--- src/rtl/uart_tx_arbiter.sv ---
// uart_tx_arbiter: round-robin share of one UART transmitter between the
// monitor (port 0) and the CPU output fifo drain (port 1). Each byte is handed
// over as a one-cycle transmit pulse, and an inter-character gap is added
// after the uart reports idle.
module uart_tx_arbiter #(
  parameter int unsigned GAP       = 16'hfff,
  parameter int unsigned CNT_WIDTH = 16
) (
  input  logic                 clk,
  input  logic                 rst,
  input  logic                 valid0,
  input  logic [7:0]           data0,
  output logic                 ack0,
  input  logic                 valid1,
  input  logic [7:0]           data1,
  output logic                 ack1,
  output logic [7:0]           tx_byte,
  output logic                 transmit,
  input  logic                 is_transmitting,
  output logic                 busy,
  output logic [CNT_WIDTH-1:0] sent_count
);

  typedef enum logic [1:0] {
    ST_IDLE,
    ST_START,
    ST_BUSY,
    ST_GAP
  } state_t;

  // The gap counter counts down from GAP-1 to 0, which gives exactly GAP cycles.
  localparam logic [CNT_WIDTH-1:0] GAP_LOAD = CNT_WIDTH'(GAP - 1);

  state_t               state_q,      state_d;
  logic [CNT_WIDTH-1:0] gap_cnt_q,    gap_cnt_d;
  logic                 last_grant_q, last_grant_d;
  logic [7:0]           tx_byte_q,    tx_byte_d;
  logic                 transmit_q,   transmit_d;
  logic                 ack0_q,       ack0_d;
  logic                 ack1_q,       ack1_d;
  logic                 busy_q,       busy_d;
  logic [CNT_WIDTH-1:0] sent_count_q, sent_count_d;
  logic                 grant1;

  // Next-state and output logic: arbitration happens only in IDLE. Pulses default to low.
  always_comb begin
    // NOTE: every signal gets a default before the case, so no path leaves one unassigned and no latch is inferred.
    state_d      = state_q;
    gap_cnt_d    = gap_cnt_q;
    last_grant_d = last_grant_q;
    tx_byte_d    = tx_byte_q;
    sent_count_d = sent_count_q;
    transmit_d   = 1'b0;
    ack0_d       = 1'b0;
    ack1_d       = 1'b0;
    // If both ports are valid, the port that did not win last time gets the byte.
    grant1       = valid1 && (!valid0 || !last_grant_q);

    unique case (state_q)
      ST_IDLE: begin
        if ((valid0 || valid1) && !is_transmitting) begin
          tx_byte_d    = grant1 ? data1 : data0;
          transmit_d   = 1'b1;
          ack0_d       = !grant1;
          ack1_d       = grant1;
          last_grant_d = grant1;
          sent_count_d = sent_count_q + CNT_WIDTH'(1);
          state_d      = ST_START;
        end
      end
      // Wait one cycle so that is_transmitting from the uart has time to rise.
      ST_START: state_d = ST_BUSY;
      ST_BUSY: begin
        if (!is_transmitting) begin
          if (GAP == 0) begin
            state_d = ST_IDLE;
          end else begin
            gap_cnt_d = GAP_LOAD;
            state_d   = ST_GAP;
          end
        end
      end
      ST_GAP: begin
        if (gap_cnt_q == '0) begin
          state_d = ST_IDLE;
        end else begin
          gap_cnt_d = gap_cnt_q - CNT_WIDTH'(1);
        end
      end
      default: state_d = ST_IDLE;
    endcase

    busy_d = (state_d != ST_IDLE);
  end

  // State and output registers, with a synchronous reset that takes priority over everything.
  always_ff @(posedge clk) begin
    // NOTE: sequential state uses non-blocking assignments, so every flop samples values from before the edge.
    if (rst) begin
      state_q      <= ST_IDLE;
      gap_cnt_q    <= '0;
      last_grant_q <= 1'b1;
      tx_byte_q    <= 8'h00;
      transmit_q   <= 1'b0;
      ack0_q       <= 1'b0;
      ack1_q       <= 1'b0;
      busy_q       <= 1'b0;
      sent_count_q <= '0;
    end else begin
      state_q      <= state_d;
      gap_cnt_q    <= gap_cnt_d;
      last_grant_q <= last_grant_d;
      tx_byte_q    <= tx_byte_d;
      transmit_q   <= transmit_d;
      ack0_q       <= ack0_d;
      ack1_q       <= ack1_d;
      busy_q       <= busy_d;
      sent_count_q <= sent_count_d;
    end
  end

  assign tx_byte    = tx_byte_q;
  assign transmit   = transmit_q;
  assign ack0       = ack0_q;
  assign ack1       = ack1_q;
  assign busy       = busy_q;
  assign sent_count = sent_count_q;

endmodule

--- config.mk ---
export PLATFORM = sky130hd
export DESIGN_NAME = uart_tx_arbiter
export DESIGN_NICKNAME = d
export VERILOG_FILES = /design/src/rtl/uart_tx_arbiter.sv
export SDC_FILE = /design/constraint.sdc
export NUM_CORES = 1
export LEC_CHECK = 0
export CAP_MARGIN = 20
export CORE_UTILIZATION = 40
export DETAILED_ROUTE_END_ITERATION = 8
export GPL_ROUTABILITY_DRIVEN = 0
export HOLD_SLACK_MARGIN = 0.05
export PLACE_DENSITY = 0.68
export REMOVE_ABC_BUFFERS = 1
export SLEW_MARGIN = 40
export SYNTH_ARGS = -nofsm -noshare
export SYNTH_HDL_FRONTEND = slang
export SYNTH_SLANG_ARGS = --single-unit
--- constraint.sdc ---
create_clock -name clk -period 2.1 [get_ports clk]
set_clock_uncertainty 0.2 [all_clocks]
set_input_delay 0.63 -clock clk [delete_from_list [all_inputs] [get_ports clk]]
set_output_delay 0.63 -clock clk [all_outputs]
set_load 0.1 [all_outputs]
==> results of run 1 <==
[cells by family after synthesis]
logic type	synth area share (%)
simple gates	30.50
compound gates	16.19
flops	40.45
buf+inv	3.980
mux	5.164
xor+xnor	2.636
fa+ha+maj	1.076
[layer usage]
layer	wire (um)	vias to the layer above	global-route usage, %
li1	-	1156	-
met1	2589	1055	25.57
met2	2674	61	34.30
met3	396	4	5.116
met4	38	0	5.926
met5	0	-	0
[layout by cell type (no fill, tap or decap), types with 5 or more instances in the layout]
cell,instances
xnor2_1,5
buf_12,30
clkbuf_8,5
a31oi_1,9
dfxtp_1,46
inv_1,6
o31ai_1,10
nor4_1,6
o21ai_0,5
nand2_1,22
a21oi_1,11
mux2i_1,12
nand3_1,10
clkdlybuf4s50_1,17
nor2_1,28
or4_1,9
or3_1,14
buf_4,35
a211oi_1,9
[through the flow]
stage	power, mW	util [%]
5_1_grt	2.484	64.14
2_1_floorplan	1.465	-
3_3_place_gp	1.795	61.68
4_1_cts	2.336	63.12
3_5_place_dp	1.807	61.68
6_report	2.354	64.14
[final cells by class]
type / count / area (sq um)
sequential: 47 / 942.2
tap: 72 / 90.09
inverter: 6 / 22.52
fill: 475 / 1987
timing repair buffer: 86 / 1081
clock buffer: 7 / 76.32
multi-input combinational: 201 / 1336
clock inverter: 1 / 5.005
[state kept, by name, indices dropped and copies added, names as in the netlist]
register and cells:
last_grant_q 1, ack1 1, busy 1, transmit 1
gap_cnt_q 16, ack0 1, sent_count 16, tx_byte 8
state_q 2
[worst min-delay path by stage]
stage	startpoint	to	slack, ns	cells past startpoint
6_report	gap_cnt_q[1]$_SDFFE_PP0P_	gap_cnt_q[1]$_SDFFE_PP0P_	0.28	2
5_1_grt	gap_cnt_q[1]$_SDFFE_PP0P_	gap_cnt_q[1]$_SDFFE_PP0P_	0.33	2
4_1_cts	last_grant_q$_SDFFE_PP1P_	last_grant_q$_SDFFE_PP1P_	0.29	2
3_5_place_dp	last_grant_q$_SDFFE_PP1P_	last_grant_q$_SDFFE_PP1P_	0.26	2
3_3_place_gp	last_grant_q$_SDFFE_PP1P_	last_grant_q$_SDFFE_PP1P_	0.25	2
2_1_floorplan	last_grant_q$_SDFFE_PP1P_	last_grant_q$_SDFFE_PP1P_	0.23	2
[tightest hold or removal path, delay by kind of cell (launching register included)]
kind | cells | cell delay, ns
flip-flops | 1 | 0.32
buffers and inverters | 1 | 0.07
AO/OA/AOI/OAI | 1 | 0.06
[what timing repair did]
item                                   4_1_cts  5_1_grt
setup endpoints to repair                   32       21
resized for setup                            1       21
endpoints found under the hold margin        0        0
pin swaps                                    1        5
[power by group through the flow]
| stage | clock [mW] | combinational, mW | sequential [mW] |
|---|---|---|---|
| 2_1_floorplan | 0 | 0.265 | 1.20 |
| 3_3_place_gp | 0 | 0.767 | 1.03 |
| 3_5_place_dp | 0 | 0.778 | 1.03 |
| 4_1_cts | 0.546 | 0.779 | 1.01 |
| 5_1_grt | 0.592 | 0.866 | 1.03 |
| 6_report | 0.533 | 0.805 | 1.02 |
==> impl_metrics.json, run 1 <==
{
  "antenna_cells": 0,
  "design_area_sq_mm": 0.003553,
  "dpl_worst_slack_ns": -0.5310,
  "cts_hold_buffers": 0,
  "leakagePower_nw": 1.316,
  "drtPass1Iterations": 4,
  "wirelength_um": 5698,
  "start_util_pct": 41.98,
  "vias_per_cell": 5.419,
  "ant_nets": 0,
  "outcome": "finished, final reports clean",
  "finalCriticalPeriod_ns": 1.981,
  "htreeDepth": 2,
  "clock_power_share_pct": 22.7,
  "die_w_um": 78.26,
  "crit_chain": "buf_6 -> buf_6 -> nor4b_4 -> nand4_1 -> or4_4 -> a21oi_2",
  "critical_path.max_stage_delay_ns": 0.57,
  "synth_area_per_cell_sq_um": 8.615,
  "p_seq_share_pct": 43.2,
  "grt_setup_unrepaired": "no",
  "end_kind": "register",
  "ios": 49,
  "ys_seq_area_share_pct": 40.45,
  "synth_top_cell_by_area": "dfxtp_1",
  "worst_ep_arrival_time_ns": 2.02,
  "synthTopCellsByCount": "dfxtp_1, nor2_1, nand2_1, or3_1",
  "max_clock_freq_ghz": 0.5048,
  "setup_slack_ns": 0.1190,
  "clk_pin_slew_ns": 0.09,
  "worstPathRequired_ns": 2.14,
  "hold_path_class": "reg2reg",
  "p_comb_share_pct": 34.2,
  "nets": 370,
  "grt_max_degree": 28,
  "finalMaxSlewViolations": 0,
  "fp.coreArea_sq_mm": 0.005540,
  "synth_area_leaders": "dfxtp_1, mux2i_1, nor2_1, or3_1, nand2_1",
  "dieArea_sq_mm": 0.006124,
  "r2r_start": "gap_cnt_q[2]$_SDFFE_PP0P_",
  "syn_to_final_growth_pct": 52.77,
  "drt-initial-drc-count": 156,
  "path_buf_inv": 2,
  "startpoint": "is_transmitting",
  "placedInstanceArea_sq_mm": 0.003417,
  "cts_root_buf": "clkbuf_8",
  "p_int_mw": 1.526,
  "rrSetupSlack_ns": 0.14,
  "worstPathMaxFanout": 5,
  "detail_route.wl_per_cell_um": 13.57,
  "tritoncts": "built",
  "grt-ovfl-total": 0,
  "synth.most_common_cell": "dfxtp_1",
  "ys_ff_latch": 47,
  "cts_buffer_depth": 2,
  "tightest_slew_ns": 0.4584,
  "hold_viol": 0,
  "setup_viol": 0,
  "grtUsageTotal_pct": 20.37,
  "slew_headroom_pct": 69.16,
  "p_switching_mw": 0.8279,
  "cts_buffers": 5,
  "num_rows": 27,
  "peakVddDrop_mv": 0.3451,
  "critical_path.top_delay_family": "simple AND/OR/NAND/NOR gates",
  "postSynthCellCount": 270,
  "synth_top_area_share_pct": 40.45,
  "async_reset_ff_share_pct": 0,
  "dp_cells": 412,
  "stdcell_count": 420,
  "yosysWarnings": 0,
  "die_y_um": 78.26,
  "cts.sinks": 47,
  "critPathSlowestCell": "or4_4",
  "grt_pass1_wl_um": 10120,
  "clk_latency_ns": 0.29,
  "postCtsSetupBuffers": 0,
  "grt_pass1_vias": 2314,
  "vias": 2276,
  "ys_types": 48,
  "criticalPathCategory": "in2reg",
  "r2r-end": "gap_cnt_q[11]$_SDFFE_PP0P_",
  "drc_errors": 0,
  "path_depth": 6,
  "io_buffers": 48,
  "path_common_cell": "buf_6",
  "maxCapViolCount": 0,
  "synth-main-ff-cell": "dfxtp_1",
  "p_sw_share_pct": 35.17,
  "setup_tns_ns": 0,
  "crit_end": "sent_count[12]$_SDFFE_PP0P_",
  "reg2regPathDepth": 4,
  "power_density_mw_per_mm2": 662.5,
  "crit_path_start_kind": "primary input",
  "drive_gt1_share_pct": 25.57,
  "final_min_period_over_clock_period_pct": 94.34,
  "synth_enable_flop_cells": 0,
  "hpwl_um": 4219,
  "antenna_found_initial": 0,
  "syn_area_sq_mm": 0.002326,
  "hold_ws_ns": 0.2839
}
Power figures use the tool's default switching activity.
==> run 2, diff against run 1 <==
--- a/config.mk
+++ b/config.mk
@@ -16,3 +16,4 @@
 export SYNTH_ARGS = -nofsm -noshare
 export SYNTH_HDL_FRONTEND = slang
 export SYNTH_SLANG_ARGS = --single-unit
+export TNS_END_PERCENT = 30
==> results of run 2 <==
Final layout, timing and power as in run 1 (identical DEF).
==> run 3, diff against run 2 <==
--- a/config.mk
+++ b/config.mk
@@ -8,7 +8,7 @@
 export CAP_MARGIN = 20
 export CORE_UTILIZATION = 40
 export DETAILED_ROUTE_END_ITERATION = 8
-export GPL_ROUTABILITY_DRIVEN = 0
+export GPL_ROUTABILITY_DRIVEN = 1
 export HOLD_SLACK_MARGIN = 0.05
 export PLACE_DENSITY = 0.68
 export REMOVE_ABC_BUFFERS = 1
==> results of run 3 <==
Final layout, timing and power as in run 1 (identical DEF).
